`config.mk`:
```
export PLATFORM = sky130hd
export DESIGN_NAME = rpn_eval
export DESIGN_NICKNAME = d
export VERILOG_FILES = /design/src/rtl/rpn_eval.sv
export SDC_FILE = /design/constraint.sdc
export NUM_CORES = 2
export LEC_CHECK = 0
export BUFFER_PORTS_ARGS = -buffer_cell sky130_fd_sc_hd__buf_2
export CAP_MARGIN = 10
export CORE_MARGIN = 8
export CORE_UTILIZATION = 65
export CTS_CLUSTER_SIZE = 10
export DETAILED_ROUTE_END_ITERATION = 10
export PLACE_DENSITY_LB_ADDON = 0.15
export REMOVE_ABC_BUFFERS = 1
export SLEW_MARGIN = 15
export SYNTH_ARGS = -nofsm -noshare
export SYNTH_HDL_FRONTEND = slang
export SYNTH_SLANG_ARGS = --single-unit
export TNS_END_PERCENT = 100
```
`constraint.sdc`:
```
create_clock -name CLK -period 201.8 [get_ports CLK]
set_input_delay 20.18 -clock CLK [delete_from_list [all_inputs] [get_ports CLK]]
set_output_delay 20.18 -clock CLK [all_outputs]
set_load 0.005 [all_outputs]
```
`src/rtl/rpn_eval.sv`:
```
// rpn_eval: evaluates a postfix ASCII stream on a signed integer stack and emits the result as ASCII decimal (or 'E') followed by 0x0A.
// Optional feature macro RPN_MOD_EN: when defined, '%' is a remainder operator; otherwise it is an illegal character.
module rpn_eval #(
    parameter int WIDTH = 32,
    parameter int DEPTH = 8
) (
    input  logic       CLK,
    input  logic       RST,
    input  logic       IN_STB,
    input  logic [7:0] IN_CHAR,
    output logic       IN_ACK,
    output logic       OUT_STB,
    output logic [7:0] OUT_CHAR,
    input  logic       OUT_ACK
);

    localparam int CW = $clog2(DEPTH + 1);
    localparam int AW = $clog2(DEPTH);

    typedef enum logic [1:0] {S_IDLE, S_EXEC, S_CONV, S_SEND} state_t;

    state_t                   r_state, w_next;
    logic [7:0]               r_char;
    logic signed [WIDTH-1:0]  r_stack [DEPTH];
    logic [CW-1:0]            r_cnt;
    logic [WIDTH-1:0]         r_acc;
    logic                     r_pend;
    logic                     r_err;
    logic [WIDTH-1:0]         r_mag;
    logic                     r_neg;
    logic [3:0]               r_dig [10];
    logic [3:0]               r_ndig;
    logic [3:0]               r_ptr;
    logic                     r_last;
    logic                     r_out_stb;
    logic [7:0]               r_out_char;

    logic                     w_is_dig, w_is_sp, w_is_eq, w_is_mod, w_is_op, w_is_div, w_illegal;
    logic                     w_flush, w_full, w_ovf, w_under, w_div0, w_bad_eq;
    logic [CW:0]              w_cnt_f;
    logic [AW-1:0]            w_i1, w_i2, w_iw, w_ir;
    logic signed [WIDTH-1:0]  w_a, w_b, w_bs, w_res;
    logic [WIDTH-1:0]         w_abs, w_mag_q;
    logic [3:0]               w_digit;

    assign w_is_dig = (r_char >= 8'h30) && (r_char <= 8'h39);
    assign w_is_sp  = (r_char == 8'h20);
    assign w_is_eq  = (r_char == 8'h3D);
`ifdef RPN_MOD_EN
    assign w_is_mod = (r_char == 8'h25);
`else
    assign w_is_mod = 1'b0;
`endif
    assign w_is_div  = (r_char == 8'h2F) || w_is_mod;
    assign w_is_op   = (r_char == 8'h2B) || (r_char == 8'h2D) || (r_char == 8'h2A) || w_is_div;
    assign w_illegal = !(w_is_dig || w_is_sp || w_is_eq || w_is_op);

    // Operators and '=' first flush a pending number, so operands are taken
    // from the stack as it would look after that push.
    assign w_flush = r_pend && (w_is_sp || w_is_op || w_is_eq);
    assign w_full  = (r_cnt == CW'(DEPTH));
    assign w_ovf   = w_flush && w_full;
    assign w_cnt_f = {1'b0, r_cnt} + {{CW{1'b0}}, w_flush};
    assign w_i1    = AW'(r_cnt - CW'(1));
    assign w_i2    = AW'(r_cnt - CW'(2));
    assign w_iw    = AW'(r_cnt);
    assign w_ir    = AW'(w_cnt_f - (CW+1)'(2));
    assign w_b     = w_flush ? r_acc : r_stack[w_i1];
    assign w_a     = w_flush ? r_stack[w_i1] : r_stack[w_i2];
    assign w_bs    = (w_b == '0) ? WIDTH'(1) : w_b;
    assign w_under = (w_cnt_f < (CW+1)'(2));
    assign w_div0  = w_is_div && (w_b == '0);
    assign w_bad_eq = r_err || w_ovf || (w_cnt_f != (CW+1)'(1));
    assign w_abs   = w_b[WIDTH-1] ? WIDTH'(-w_b) : w_b;
    assign w_mag_q = r_mag / WIDTH'(10);
    assign w_digit = 4'(r_mag % WIDTH'(10));

    always_comb begin
        w_res = '0;
        case (r_char)
            8'h2B:   w_res = w_a + w_b;
            8'h2D:   w_res = w_a - w_b;
            8'h2A:   w_res = w_a * w_b;
            8'h2F:   w_res = w_a / w_bs;
            default: w_res = w_is_mod ? (w_a % w_bs) : '0;
        endcase
    end

    assign IN_ACK   = (r_state == S_IDLE);
    assign OUT_STB  = r_out_stb;
    assign OUT_CHAR = r_out_char;

    always_ff @(posedge CLK or negedge RST) begin
        if (!RST) r_state <= S_IDLE;
        else      r_state <= w_next;
    end

    always_comb begin
        w_next = r_state;
        case (r_state)
            S_IDLE: if (IN_STB) w_next = S_EXEC;
            S_EXEC: begin
                if (w_is_eq) w_next = w_bad_eq ? S_SEND : S_CONV;
                else         w_next = S_IDLE;
            end
            S_CONV: if (w_mag_q == '0) w_next = S_SEND;
            S_SEND: if (OUT_ACK && r_last) w_next = S_IDLE;
            default: w_next = S_IDLE;
        endcase
    end

    always_ff @(posedge CLK or negedge RST) begin
        if (!RST) begin
            r_char     <= '0;
            r_cnt      <= '0;
            r_acc      <= '0;
            r_pend     <= 1'b0;
            r_err      <= 1'b0;
            r_mag      <= '0;
            r_neg      <= 1'b0;
            r_ndig     <= '0;
            r_ptr      <= '0;
            r_last     <= 1'b0;
            r_out_stb  <= 1'b0;
            r_out_char <= '0;
            for (int unsigned i = 0; i < DEPTH; i++) r_stack[i] <= '0;
            for (int unsigned i = 0; i < 10; i++)    r_dig[i]   <= '0;
        end else begin
            case (r_state)
                S_IDLE: if (IN_STB) r_char <= IN_CHAR;
                S_EXEC: begin
                    if (!r_err) begin
                        if (w_is_dig) begin
                            r_acc  <= r_acc * WIDTH'(10) + WIDTH'(r_char[3:0]);
                            r_pend <= 1'b1;
                        end else if (w_illegal) begin
                            r_err <= 1'b1;
                        end else begin
                            if (w_flush) begin
                                r_pend <= 1'b0;
                                r_acc  <= '0;
                                if (w_full) begin
                                    r_err <= 1'b1;
                                end else begin
                                    r_stack[w_iw] <= r_acc;
                                    r_cnt         <= r_cnt + CW'(1);
                                end
                            end
                            if (w_is_op && !w_ovf) begin
                                if (w_under || w_div0) begin
                                    r_err <= 1'b1;
                                end else begin
                                    r_stack[w_ir] <= w_res;
                                    r_cnt         <= CW'(w_cnt_f - (CW+1)'(1));
                                end
                            end
                        end
                    end
                    if (w_is_eq) begin
                        if (w_bad_eq) begin
                            r_out_char <= 8'h45;
                            r_out_stb  <= 1'b1;
                            r_ptr      <= '0;
                            r_last     <= 1'b0;
                        end else begin
                            r_mag  <= w_abs;
                            r_neg  <= w_b[WIDTH-1];
                            r_ndig <= '0;
                        end
                    end
                end
                S_CONV: begin
                    r_dig[r_ndig] <= w_digit;
                    r_ndig        <= r_ndig + 4'd1;
                    r_mag         <= w_mag_q;
                    // The digit produced on the final cycle is the most significant one,
                    // so it can be presented directly without a round-trip through r_dig.
                    if (w_mag_q == '0) begin
                        r_out_stb <= 1'b1;
                        r_last    <= 1'b0;
                        if (r_neg) begin
                            r_out_char <= 8'h2D;
                            r_ptr      <= r_ndig + 4'd1;
                        end else begin
                            r_out_char <= {4'h3, w_digit};
                            r_ptr      <= r_ndig;
                        end
                    end
                end
                S_SEND: begin
                    if (OUT_ACK) begin
                        if (r_last) begin
                            r_out_stb  <= 1'b0;
                            r_out_char <= '0;
                            r_last     <= 1'b0;
                            r_cnt      <= '0;
                            r_acc      <= '0;
                            r_pend     <= 1'b0;
                            r_err      <= 1'b0;
                        end else if (r_ptr != '0) begin
                            r_out_char <= {4'h3, r_dig[r_ptr - 4'd1]};
                            r_ptr      <= r_ptr - 4'd1;
                        end else begin
                            r_out_char <= 8'h0A;
                            r_last     <= 1'b1;
                        end
                    end
                end
                default: ;
            endcase
        end
    end

endmodule

```
After elaboration in Yosys (flattened, before gate mapping)

Cells that the tools add are included.

Register bits after elaboration: 395

Add/sub/neg operators: 12
Magnitude comparators: 12
Div/mod/pow operators: 3
$mul: 2
Reduce and logical (&&, ||, !) cells: 39
Bitwise gates (word level): 9
Muxes and demuxes: 102
Equality and inequality tests: 26

Operator list:

| cell                                               | count |
|---|---|
| 2-to-1 mux 256 bit                                 | 8 |
| 2-to-1 mux 32 bit                                  | 18 |
| bitwise mux 256 bit                                | 2 |
| binary-select mux 32 bit (select 3 bit)            | 2 |
| demux 32 bit (select 3 bit)                        | 2 |
| case mux 32 bit (2 select lines)                   | 2 |
| case mux 32 bit (4 select lines)                   | 1 |
| 2-to-1 mux 4 bit                                   | 21 |
| zero test 32 bit                                   | 2 |
| == test 8 x 6 -> 1 bit, second input constant      | 6 |
| bitwise mux 40 bit                                 | 1 |
| adder 32 bit                                       | 1 |
| adder 32 x 4 -> 32 bit                             | 1 |
| divider 32 x 32 -> 32 bit                          | 1 |
| divider 32 x 4 -> 32 bit, second input constant    | 1 |
| modulo 32 x 4 -> 32 bit, second input constant     | 1 |
| multiplier 32 x 3 -> 31 bit, second input constant | 1 |
| multiplier 32 x 32 -> 32 bit                       | 1 |
| 2-to-1 mux 8 bit                                   | 4 |
| negator 32 bit                                     | 1 |
| subtractor 32 bit                                  | 1 |
| inequality test 2 bit, second input constant       | 13 |
| case mux 8 bit (3 select lines)                    | 1 |
| 2-to-1 mux 1 bit                                   | 23 |
| other kinds (43)                                   | 90 |

Longest topological paths before layout

Word-level depth: 17
Gate-level depth with buffers: 682
Depth with buffers taken out: 635

Worst setup path before layout

No wires, ideal clock.

Path type: flip-flop to flip-flop
Start: register r_cnt[0]
End: register r_stack[80] (netlist bit)
Path buffers: 48
Arrival: 127.734 ns
Library setup time: 0.193 ns
Cell stages (with the launch flop): 675
Setup slack: 73.873 ns
Cells stage by stage: dfrtp_1 buf_6 buf_6 buf_6 buf_2 buf_2 buf_2 buf_1 clkbuf_1 clkbuf_1 inv_1 ha_1 xor2_1 buf_2 buf_2 buf_2 buf_2 mux2i_1 (+639 left out) o31ai_1 a21o_1 a21o_1 a21o_1 a21o_1 a21oi_1 nor2b_1 o21ai_0 nand2b_1 a21o_1 inv_1 ha_1 nand4_1 nor2_1 a21oi_1 and3_1 a2111oi_0 a221oi_1

Cells in the longest elaborated chain, start to end: 15
Elaborated cells on any way between the ends: 50
Those cells by class: add/sub (6); mul (1); div (1); order compare (5); eq/ne (1); mux (24); bitwise (4); reduce/logical (8)

RTL lines:

| item                                                               | line | source |
|---|---|---|
| start: declaration                                                 | 25   | `logic [CW-1:0] r_cnt;` |
| start signal: assignment                                           | 146  | `r_cnt <= r_cnt + CW'(1);` |
| start signal: assignment                                           | 154  | `r_cnt <= CW'(w_cnt_f - (CW+1)'(1));` |
| branches (longest 14 deep; another with divider 32 x 32 -> 32 bit) | --   |  |
| 2-to-1 mux 256 bit *                                               | 149  | `if (w_is_op && !w_ovf) begin` |
| end signal: indexed assignment                                     | 145  | `r_stack[w_iw] <= r_acc;` |
| end signal: indexed assignment                                     | 153  | `r_stack[w_ir] <= w_res;` |
| end: declaration                                                   | 24   | `logic signed [WIDTH-1:0] r_stack [DEPTH];` |

Mark *: on every way between the ends. The select of a mux whose other input is x is not followed.
A chain may end at the register's enable or synchronous reset.

Worst setup path after layout

Start: register r_cnt[0]
End: register r_stack[140] (netlist bit)

The elaborated chain is that of the path after synthesis.

==> impl_metrics.py <==
metrics = {
    "clock_tree": {
        "cts_resized": 0,
        "cts_buffer_depth": 3,
        "clk_pin_slew_ns": 0.06,
        "cts.sinks": 394,
        "h-tree-depth": 2,
        "numCtsBuffers": 46,
        "cts_setup_buffers": 0,
        "clk_latency_ns": 0.61,
        "cts_tree": "built",
        "hold_buffers": 0,
        "cts_root_buf": "clkbuf_16",
    },
    "worst_setup_path": {
        "crit_required_ns": 202.32,
        "cpMaxStageDelayCell": "dfrtp_4",
        "slowest_delay_ns": 1.00,
        "r2r_start": "r_cnt[0]",
        "crit_family": "compound AO/OA/AOI/OAI gates",
        "crit_cells": 629,
        "cp_num_buf_inv": 17,
        "ff2ff_path_depth": 629,
        "start_kind": "register",
        "worst_ep_arrival_time_ns": 138.68,
        "timing.rr.end": "r_stack[140]",
        "critPathMaxFanout": 49,
        "endpoint_kind": "register",
        "cp-endpoint": "r_stack[140]",
        "crit_type": "reg2reg",
        "setup.worst_path.start": "r_cnt[0]",
        "cpMostUsedCell": "o21a_1",
        "ff2ff_setup_slack_ns": 63.64,
    },
    "routing": {
        "vias_per_cell": 7.03,
        "drc": 0,
        "vias": 71300,
        "drtPass1Iterations": 8,
        "ant_nets": 0,
        "drt_iter0_drc": 9136,
        "wire_per_inst_um": 26.3,
        "routed_wl_um": 267000,
    },
    "global_route": {
        "grt_usage": 0.424,
        "grt_max_degree": 186,
        "grt_pass1_vias": 69800,
        "antenna_found_initial": 16,
        "grt_pass1_wl_um": 407000,
        "overflow": 0,
    },
    "synthesis": {
        "yosysSeqAreaShare": 0.136,
        "syn-instance-count": 8872,
        "netlist_top_cells_area": "ha_1 (14%), dfrtp_1 (14%), fa_1 (11%)",
        "avgSynthCellArea_um2": 8.17,
        "synth_edf_count": 0,
        "ys_seq_elements": 394,
        "yosysUniqueCellTypes": 138,
        "synth_ff_type": "dfrtp_1",
        "yosysWarnings": 0,
        "async_flop_share": 1.00,
        "synth_area_leader_cell": "ha_1",
        "synth.top_cell.area_share": 0.136,
        "netlist_area_um2": 72500,
    },
    "run_status": {
        "outcome": "completed",
    },
    "placed_design": {
        "gp_congestion": 1.04,
        "hpwlAfterDp_um": 193000,
        "portBuffers": 20,
    },
    "timing": {
        "setup-violations-final": 0,
        "hold_viol_final": 0,
        "rsz0062_at_grt": "no",
        "tns_ns": 0,
        "finalMaxSlewViolations": 0,
        "max_freq_ghz": 0.00724,
        "fin_crit_ns": 138.16,
        "max-slew-margin-rel": 0.0697,
        "fin_skew_ns": 0.0380,
        "worstMarginPinSlew_ns": 1.40,
        "period_share": 0.685,
    },
    "layout": {
        "nets": 9849,
        "drive_gt1_frac": 0.111,
        "syn_to_final_growth_pct": 4.74,
        "n_fill_cell": 9002,
    },
    "run": {
        "cap_violations": 0,
    },
    "die": {
        "fp.dieH_um": 350,
        "rows": 122,
        "core_um2": 111000,
        "ios": 22,
        "dieArea_um2": 122000,
        "start_util": 0.655,
        "die_w_um": 350,
    },
    "min_path": {
        "hold_start": "r_dig[3]",
        "worstHoldPathType": "reg2reg",
    },
}
final cells by class:
| cell class | instances | area (µm²) | area share |
|---|---|---|---|
| clock buffers | 53 | 1230 | 0.0162 |
| clock inverters | 4 | 66.3 | 0.000874 |
| repair buffers | 224 | 1650 | 0.0218 |
| diodes | 11 | 27.5 | 0.000363 |
| inverters | 745 | 2800 | 0.0369 |
| flip-flops and latches | 394 | 9860 | 0.130 |
| well taps | 1488 | 1860 | 0.0245 |
| multi-input cells | 7225 | 58400 | 0.769 |
registers in the layout, indices dropped and copies added (netlist names), named ones only:
register,count
OUT_CHAR,7
r_char,8
r_stack,256
OUT_STB,1
r_neg,1
r_pend,1
r_ptr,4
r_mag,32
r_last,1
r_err,1
r_cnt,4
r_acc,32
r_state,1
r_ndig,4
r_dig,40
routing by layer:
metal	wire (µm)	GRT usage	vias up
li1	-	-	31400
met1	101000	0.536	34200
met2	114000	0.647	4465
met3	33700	0.130	1268
met4	19000	0.237	6
met5	45	0.000785	-
Yosys cell counts (67+ instances only):
master / number
a21o_1: 67
a21oi_1: 359
a221oi_1: 77
a31oi_1: 74
a32oi_1: 111
and2_1: 99
clkbuf_1: 409
dfrtp_1: 394
fa_1: 411
ha_1: 790
inv_1: 733
mux2_2: 323
mux2i_1: 94
mux4_2: 136
nand2_1: 882
nand3_1: 98
nor2_1: 831
nor2b_1: 98
nor3_1: 518
o21a_1: 427
o21ai_0: 385
o22ai_1: 82
o31ai_1: 79
xnor2_1: 249
xor2_1: 106
how the worst min path moves through the flow:
stage                      to  cells past startpoint
global placement    r_dig[23]                      2
finish               r_dig[3]                      2
floorplan           r_dig[19]                      2
detailed placement  r_dig[19]                      2
global route         r_dig[3]                      2
CTS                  r_dig[3]                      2
worst min-delay path: cells and delay by family (launching register included):
family           cells  cell delay (ns)
AO/OA/AOI/OAI        1             0.06
flip-flops           1             0.34
AND/OR/NAND/NOR      1             0.05
kinds of logic (layout without fill, tap and decap cells):
kind of cell,Yosys count,after routing,synth area share
AOI/OAI and AO/OA,2192,2192,0.211
xor gates and xnor gates,359,359,0.0439
adders and majority gates,1202,1202,0.250
buffers and inverters,1253,1026,0.0671
DFF,394,394,0.136
muxes,558,558,0.106
other,1,12,0.0000518
and+or+nand+nor,2913,2913,0.185
placed cells by master (no fill, tap or decap), types with 40 or more instances in the layout:
cell         n
o22ai_1     82
or3_1       59
xnor2_1    236
nor3_1     513
a32oi_1    111
o21bai_1    40
fa_1       411
nand4_1     66
a21o_1      67
mux4_2     136
and2_1      99
ha_1       788
nor2b_1     98
nor2_1     826
xor2_1     102
a211oi_1    41
mux2i_1     86
o21a_1     427
mux2_2     323
nand2_1    882
nand2b_1    51
dfrtp_1    392
a31oi_1     69
clkbuf_16   47
buf_4      203
nand3_1     98
a221oi_1    77
a21oi_1    336
o21ai_1     53
inv_1      733
o21ai_0    376
o31ai_1     79
stage by stage:
stage / std cells / setup slack, ns / util / area, µm² / hold WS [ns]
CTS: 10100 / 65.74 / 0.685 / 75800 / 0.487
detailed placement: 10100 / 66.37 / 0.674 / 74500 / 0.475
global route: 10100 / 53.59 / 0.685 / 75900 / 0.515
floorplan: 8364 / 58.05 / - / 70400 / 0.450
global placement: 10100 / 69.94 / 0.674 / 74500 / 0.462
finish: 10100 / 63.64 / 0.686 / 75900 / 0.488
Power is not shown: default switching activity piles up to over one toggle a cycle in this logic, so the estimate is an artifact.
